$ cat src/rtl/sdram_init_seq_if.sv
// sdram_init_seq_if: SDRAM command bus plus init status/request between the sequencer and its user.
interface sdram_init_seq_if;
  logic reinit, cke, cs, ras, cas, we, init_done;
  logic [1:0] ba;
  logic [11:0] addr;
  logic [2:0] init_state;
  modport master(input reinit, output cke, cs, ras, cas, we, ba, addr, init_done, init_state);
  modport slave(output reinit, input cke, cs, ras, cas, we, ba, addr, init_done, init_state);
endinterface

$ cat src/rtl/sdram_init_seq.sv
// sdram_init_seq: power-up sequencer (wait, precharge all, two auto refreshes, load mode register).
module sdram_init_seq #(
  parameter int INIT_WAIT_CYCLES = 5000,
  parameter int TRP = 2,
  parameter int TRFC = 7,
  parameter int TMRD = 2,
  parameter logic [11:0] MODE_REG = 12'h033
) (
  input logic sys_clk,
  input logic reset,
  sdram_init_seq_if.master bus
);
  typedef enum logic [2:0] {RST, WAIT, PRE, REF1, REF2, LMR, GAP, DONE} state_t;
  localparam logic [3:0] INH = 4'b1111, NOP = 4'b0111, PRECH = 4'b0010, AREF = 4'b0001, LMRC = 4'b0000;
  state_t state, tgt;
  logic [15:0] cnt;
  assign bus.init_state = state;
  // Outputs are registered alongside the state they belong to, so each command lines up with its state.
  always_ff @(posedge sys_clk or posedge reset)
    if (reset) begin
      state <= RST;
      tgt <= REF1;
      cnt <= 16'(INIT_WAIT_CYCLES);
      bus.cke <= 1'b0;
      {bus.cs, bus.ras, bus.cas, bus.we} <= INH;
      bus.ba <= 2'b00;
      bus.addr <= 12'h000;
      bus.init_done <= 1'b0;
    end else begin
      bus.cke <= 1'b1;
      {bus.cs, bus.ras, bus.cas, bus.we} <= NOP;
      bus.ba <= 2'b00;
      bus.addr <= 12'h000;
      bus.init_done <= 1'b0;
      case (state)
        RST: begin
          state <= WAIT;
          cnt <= 16'(INIT_WAIT_CYCLES);
        end
        WAIT: begin
          cnt <= cnt - 16'd1;
          if (cnt == 16'd1) begin
            state <= PRE;
            {bus.cs, bus.ras, bus.cas, bus.we} <= PRECH;
            bus.addr <= 12'h400;
          end
        end
        PRE: begin
          state <= GAP;
          cnt <= 16'(TRP);
          tgt <= REF1;
        end
        REF1: begin
          state <= GAP;
          cnt <= 16'(TRFC);
          tgt <= REF2;
        end
        REF2: begin
          state <= GAP;
          cnt <= 16'(TRFC);
          tgt <= LMR;
        end
        LMR: begin
          state <= GAP;
          cnt <= 16'(TMRD);
          tgt <= DONE;
        end
        GAP: begin
          cnt <= cnt - 16'd1;
          if (cnt == 16'd1) begin
            state <= tgt;
            {bus.cs, bus.ras, bus.cas, bus.we} <= (tgt == LMR) ? LMRC : (tgt == DONE) ? NOP : AREF;
            bus.addr <= (tgt == LMR) ? MODE_REG : 12'h000;
            bus.init_done <= tgt == DONE;
          end
        end
        DONE:
          if (bus.reinit) begin
            state <= WAIT;
            cnt <= 16'(INIT_WAIT_CYCLES);
          end else bus.init_done <= 1'b1;
      endcase
    end
endmodule

$ cat src/flat_wrapper.sv
// flat-port wrapper written by rule: the top's interface ports become plain ports
module sdram_init_seq_flat 
#(
  parameter int INIT_WAIT_CYCLES = 5000,
  parameter int TRP = 2,
  parameter int TRFC = 7,
  parameter int TMRD = 2,
  parameter logic [11:0] MODE_REG = 12'h033
)
  (sys_clk, reset, bus_reinit, bus_cke, bus_cs, bus_ras, bus_cas, bus_we, bus_ba, bus_addr, bus_init_done, bus_init_state);
  sdram_init_seq_if bus_i ();
  input logic sys_clk;
  input logic reset;
  input wire logic [$bits(bus_i.reinit)-1:0] bus_reinit;
  output wire logic [$bits(bus_i.cke)-1:0] bus_cke;
  output wire logic [$bits(bus_i.cs)-1:0] bus_cs;
  output wire logic [$bits(bus_i.ras)-1:0] bus_ras;
  output wire logic [$bits(bus_i.cas)-1:0] bus_cas;
  output wire logic [$bits(bus_i.we)-1:0] bus_we;
  output wire logic [$bits(bus_i.ba)-1:0] bus_ba;
  output wire logic [$bits(bus_i.addr)-1:0] bus_addr;
  output wire logic [$bits(bus_i.init_done)-1:0] bus_init_done;
  output wire logic [$bits(bus_i.init_state)-1:0] bus_init_state;
  assign bus_i.reinit = bus_reinit;
  assign bus_cke = bus_i.cke;
  assign bus_cs = bus_i.cs;
  assign bus_ras = bus_i.ras;
  assign bus_cas = bus_i.cas;
  assign bus_we = bus_i.we;
  assign bus_ba = bus_i.ba;
  assign bus_addr = bus_i.addr;
  assign bus_init_done = bus_i.init_done;
  assign bus_init_state = bus_i.init_state;
  sdram_init_seq #(.INIT_WAIT_CYCLES(INIT_WAIT_CYCLES), .TRP(TRP), .TRFC(TRFC), .TMRD(TMRD), .MODE_REG(MODE_REG)) u_core (.sys_clk(sys_clk), .reset(reset), .bus(bus_i));
endmodule
$ cat config.mk
export PLATFORM = sky130hd
export DESIGN_NAME = sdram_init_seq_flat
export DESIGN_NICKNAME = d
export VERILOG_FILES = /design/src/rtl/sdram_init_seq_if.sv /design/src/rtl/sdram_init_seq.sv /design/src/flat_wrapper.sv
export SDC_FILE = /design/constraint.sdc
export NUM_CORES = 1
export LEC_CHECK = 0
export CORE_AREA = 2 2 61 63
export DETAILED_ROUTE_END_ITERATION = 10
export DIE_AREA = 0 0 63 65
export PLACE_DENSITY = 0.72
export SYNTH_ARGS = -nofsm -noshare
export SYNTH_HDL_FRONTEND = slang
export SYNTH_SLANG_ARGS = --single-unit
$ cat constraint.sdc
create_clock -name sys_clk -period 4.7 [get_ports sys_clk]
set_clock_uncertainty 0.05 [all_clocks]
set_input_delay 0.94 -clock sys_clk [delete_from_list [all_inputs] [get_ports sys_clk]]
set_output_delay 0.94 -clock sys_clk [all_outputs]
set_load 0.01 [all_outputs]
## Word level (Yosys, flattened, before mapping)

Cells that the tools add are included.

| word-level totals | value |
|---|---|
| bits in registers | 40 |
| output and inout port bits | 23 |
| logic and storage cells | 56 |

| cells by class | value |
|---|---|
| add/subtract/negate cells | 1 |
| equality and inequality tests | 13 |
| muxes and demuxes | 25 |
| reduce and logical (&&, ||, !) cells | 7 |

Operator list:

| kind | number |
|---|---|
| case mux 16 bit (5 select lines) | 1 |
| case mux 12 bit (2 select lines) | 1 |
| equality test 3 bit (second input constant) | 6 |
| equality test 16 x 1 -> 1 bit (second input constant) | 1 |
| 2-to-1 mux 16 bit | 1 |
| subtractor 16 x 1 -> 16 bit (second input constant) | 1 |
| case mux 3 bit (5 select lines) | 1 |
| 2-to-1 mux 12 bit | 1 |
| 2-to-1 mux 3 bit | 4 |
| case mux 3 bit (4 select lines) | 1 |
| 2-to-1 mux 11 bit | 1 |
| 2-to-1 mux 1 bit | 9 |
| equality test 3 x 2 -> 1 bit (second input constant) | 2 |
| 2-to-1 mux 6 bit | 1 |
| case mux 1 bit (2 select lines) | 3 |
| OR reduction 2 bit | 3 |
| 2-to-1 mux 4 bit | 1 |
| != test 2 x 1 -> 1 bit (second input constant) | 2 |
| nonzero test 4 bit | 1 |
| OR reduction 4 bit | 1 |
| equality test 3 x 1 -> 1 bit (second input constant) | 1 |
| logical NOT 3 bit | 1 |
| AND reduction 3 bit | 1 |
| != test 2 bit (second input constant) | 1 |

## Logic depth before layout (Yosys ltp)

| depth | value |
|---|---|
| word-level depth | 5 |
| depth in mapped cells | 7 |
| depth with buffers taken out | 6 |

## Worst setup path after synthesis

No wires, ideal clock.

| path | value |
|---|---|
| kind | input -> register |
| start point | input bus_reinit |
| end point | register u_core.cnt[13] |
| setup time | 0.078 ns |
| data arrival time | 1.868 ns |
| data required time | 4.572 ns |
| slack | 2.704 ns |
| stages on the path | 4 |
| cell sequence | nand4b_1 -> nand2_1 -> or4_1 -> a21oi_1 |

| on the way | value |
|---|---|
| word-level cells in the longest chain between the ends | 1 |

Ends and longest elaborated chain:

| what | line | text |
|---|---|---|
| from (decl) | flat_wrapper.sv:14 | `input wire logic [$bits(bus_i.reinit)-1:0] bus_reinit;` |
| != test 2 bit (no line) | -- |  |
| to (signal assigned) | sdram_init_seq.sv:23 | `cnt <= 16'(INIT_WAIT_CYCLES);` |
| to (signal assigned) | sdram_init_seq.sv:38 | `cnt <= 16'(INIT_WAIT_CYCLES);` |
| to (signal assigned) | sdram_init_seq.sv:41 | `cnt <= cnt - 16'd1;` |
| to (decl) | sdram_init_seq.sv:16 | `logic [15:0] cnt;` |

Every way passes these cells.
A chain may end at the register's enable or synchronous reset.

## Final worst setup path

| path | value |
|---|---|
| start point | register u_core.state[0] (netlist: u_core.bus.init_state[0]) |
| end point | output bus_init_state[0] |

RTL lines:

| what | line | text |
|---|---|---|
| from (decl) | sdram_init_seq.sv:15 | `state_t state, tgt;` |
| from (signal assigned) | sdram_init_seq.sv:71 | `state <= tgt;` |
| to (decl) | flat_wrapper.sv:23 | `output wire logic [$bits(bus_i.init_state)-1:0] bus_init_state;` |

No word-level cell between the ends.

==> metrics <==
run status=complete, no violations; post-CTS setup buffers=0; synthesis-to-layout area growth=11.7%; top-area cell type share of the netlist area=between 20% and 30%; Slew HR=28.4%; slowest cell on the critical path=dfrtp_1; placed cell areas=0.00180 mm2; most frequent cells in the layout=19 x dfrtp_1, 16 x clkdlybuf4s50_1; crit path DAT=1.72 ns; DRT antenna net count=0; total CTS buffers=5; vias in the first global route=1176; post-route cell area=0.00186 mm2; vias after detailed routing=roughly 1300; first-iteration detailed-routing DRC count=between 40 and 50; fin nets=187; final hold vios=0; I/O pin total=26; worst-margin pin slew=approximately 1.1 ns; Clk Latency, worst-skew pair=0.32 ns; Starting Density=47.6%; total track usage=17.8%; commonest non-fill, non-tap cell in the layout=dfrtp_1; crit path time final=2.71 ns; Root Buffer=clkbuf_4; Core Region=0.00350 mm2; Slew Limit Fails=0; CP startpoint=u_core.bus.init_state[0]; Tcrit/Tclk final=57.7%; DRC Markers=0; setup_tns=0 ns; total iterations of the first detailed-routing run=4; fillers=323; clk sinks=30; CP cell instances=clkdlybuf4s50_1; Post-Syn Area per Cell=9.84 um2; DR WL/cell=13.8 um; area leader, netlist=dfrtp_1; CTS tree=built; H-tree depth=2; final hold slack=around 0.5 ns; largest net degree at the start of global routing=31; I/O Buffers=16; mapped cell area=around 0.0017 mm2; synth warn=0; main area contributors after synthesis=dfrtp_1 29%, dfstp_2 17%, buf_4 5.4%; Yosys cell types=44; Max Cap Viol=0; initial antenna violation count=0; hold_buf cts=0; Hold Path Class=reg -> reg; Critical Path Max Stage Delay=0.75 ns; Post-synth ARST share=100%; f_max=368 MHz; post-CTS sizing=0; peak supply drop=approximately 200 uV; Final HPWL DP=2310 um; register area share after synthesis=46.0%; Rows=22; Crit Path Category=reg -> out; static leakage=0.715 nW; Clk pin slew, worst setup/hold paths=roughly 0.09 ns; first-pass GRT wire length=5620 um; die area=0.00410 mm2; pwr dens=230 mW/mm2; Ant. Diodes=0; die height=65 um; CTS max path bufs=2; RePlAce Congestion=0.812; Final setup viols=0; Synth Flop Type=dfrtp_1; CP delay by family, top=flip-flops; Critical Path RT=3.71 ns; WP buf/inv=1; vias per inst=5.49; Worst Hold Launch=u_core.cnt[15]; critical path fanouts, max=20; Reg2Reg Launch Point=u_core.bus.init_state[0]; Worst setup SP type=flop; CP Capture Type=output port; die width=63 um; setup repair after global routing missed its margin=no; cells after synthesis=169; total gr overflow=0; number of flops mapped to enable cells by yosys=0; final WL=3190 um; Seq cells post-synth=30; share of layout cells above drive strength 1=13.1%
-- where the power goes --
| group | leakage (nW) | switching (mW) | internal [mW] | total, mW |
|---|---|---|---|---|
| Sequential | 0.354 | 0.000183 | 0.260 | 0.260 |
| Combinational | 0.326 | 0.00957 | 0.00344 | 0.0130 |
| Clock | 0.0353 | 0.0821 | 0.0723 | 0.154 |
| Total | 0.715 | 0.0918 | 0.335 | 0.427 |
-- metrics by stage --
stage | total power [mW] | worst slack [ns] | utilization [%] | std cells
after floorplan | 0.278 | 2.70 | - | 178
after global placement | 0.278 | 2.05 | 51.4 | 223
after detailed placement | 0.278 | 2.00 | 51.4 | 223
after CTS | 0.435 | 1.96 | 53.1 | 231
after global routing | 0.450 | 1.87 | 53.1 | 231
final | 0.427 | 1.99 | 53.1 | 231
-- synthesized netlist by cell type, types with 4 or more instances --
| library cell | instances |
|---|---|
| dfrtp_1 | 19 |
| nor3_1 | 4 |
| buf_4 | 12 |
| nand2b_1 | 4 |
| dfstp_2 | 11 |
| nor2_1 | 11 |
| xor2_1 | 10 |
| a22oi_1 | 6 |
| o21ai_0 | 11 |
| o31ai_1 | 4 |
| nand3_1 | 5 |
| inv_1 | 4 |
| nand2_1 | 10 |
| a21oi_1 | 9 |
-- metal layers --
| layer | global-route usage, % | vias to the layer above | share of wire [%] |
|---|---|---|---|
| li1 | - | 613 | - |
| met1 | 21.9 | 635 | 45 |
| met2 | 29.8 | 15 | 51 |
| met3 | 4.34 | 5 | 2.6 |
| met4 | 7.50 | 0 | 1.9 |
| met5 | 0 | - | 0 |
-- worst paths after layout --
check | cells past startpoint | slack (ns) | endpoint
max in group asynchronous | 2 | 2.82 | u_core.cnt[4]
min in group asynchronous | 2 | 1.14 | u_core.bus.addr[5]
worst min-delay path | 2 | 0.50 | u_core.cnt[15]
worst max-delay path | 1 | 1.99 | bus_init_state[0]
worst min register to register | 2 | 0.50 | u_core.cnt[15]
worst max register to register | 4 | 2.78 | u_core.cnt[11]
-- logic make-up (layout without fill, tap and decap cells) --
family / Yosys count / in the layout / synth area share, %
buf+inv: 23 / 28 / 8.13
xor+xnor: 12 / 12 / 6.32
fa+ha+maj: 2 / 2 / 1.50
other cells: 2 / 11 / 0.452
flops: 30 / 30 / 46.0
simple gates: 59 / 59 / 21.6
compound gates: 40 / 40 / 15.4
mux: 1 / 1 / 0.602
-- area by class of cell --
| class | count | area, um2 | share of cell area, % |
|---|---|---|---|
| clock buffer | 7 | 55.1 | 2.96 |
| tap | 48 | 60.1 | 3.23 |
| timing repair buffer | 16 | 160 | 8.63 |
| multi-input combinational | 125 | 797 | 42.9 |
| inverter | 4 | 15.0 | 0.809 |
| sequential | 30 | 764 | 41.2 |
| clock inverter | 1 | 5.00 | 0.270 |
-- state kept, by name, summed over array words and instances, names as in the netlist --
register / cells
u_core.bus.addr: 2
u_core.cnt: 16
u_core.bus.init_state: 3
u_core.bus.cke: 1
u_core.bus.cas: 1
u_core.bus.ras: 1
u_core.bus.we: 1
u_core.bus.init_done: 1
u_core.tgt: 3
u_core.bus.cs: 1
-- worst reg2reg max path, cell delays in order, from the launching register on --
cell	delay, ns
dfrtp_1	0.61
nand4b_1	0.33
nand2_1	0.17
or4_1	0.51
a21oi_1	0.17
Note: power is estimated with default switching activity, not from simulation.
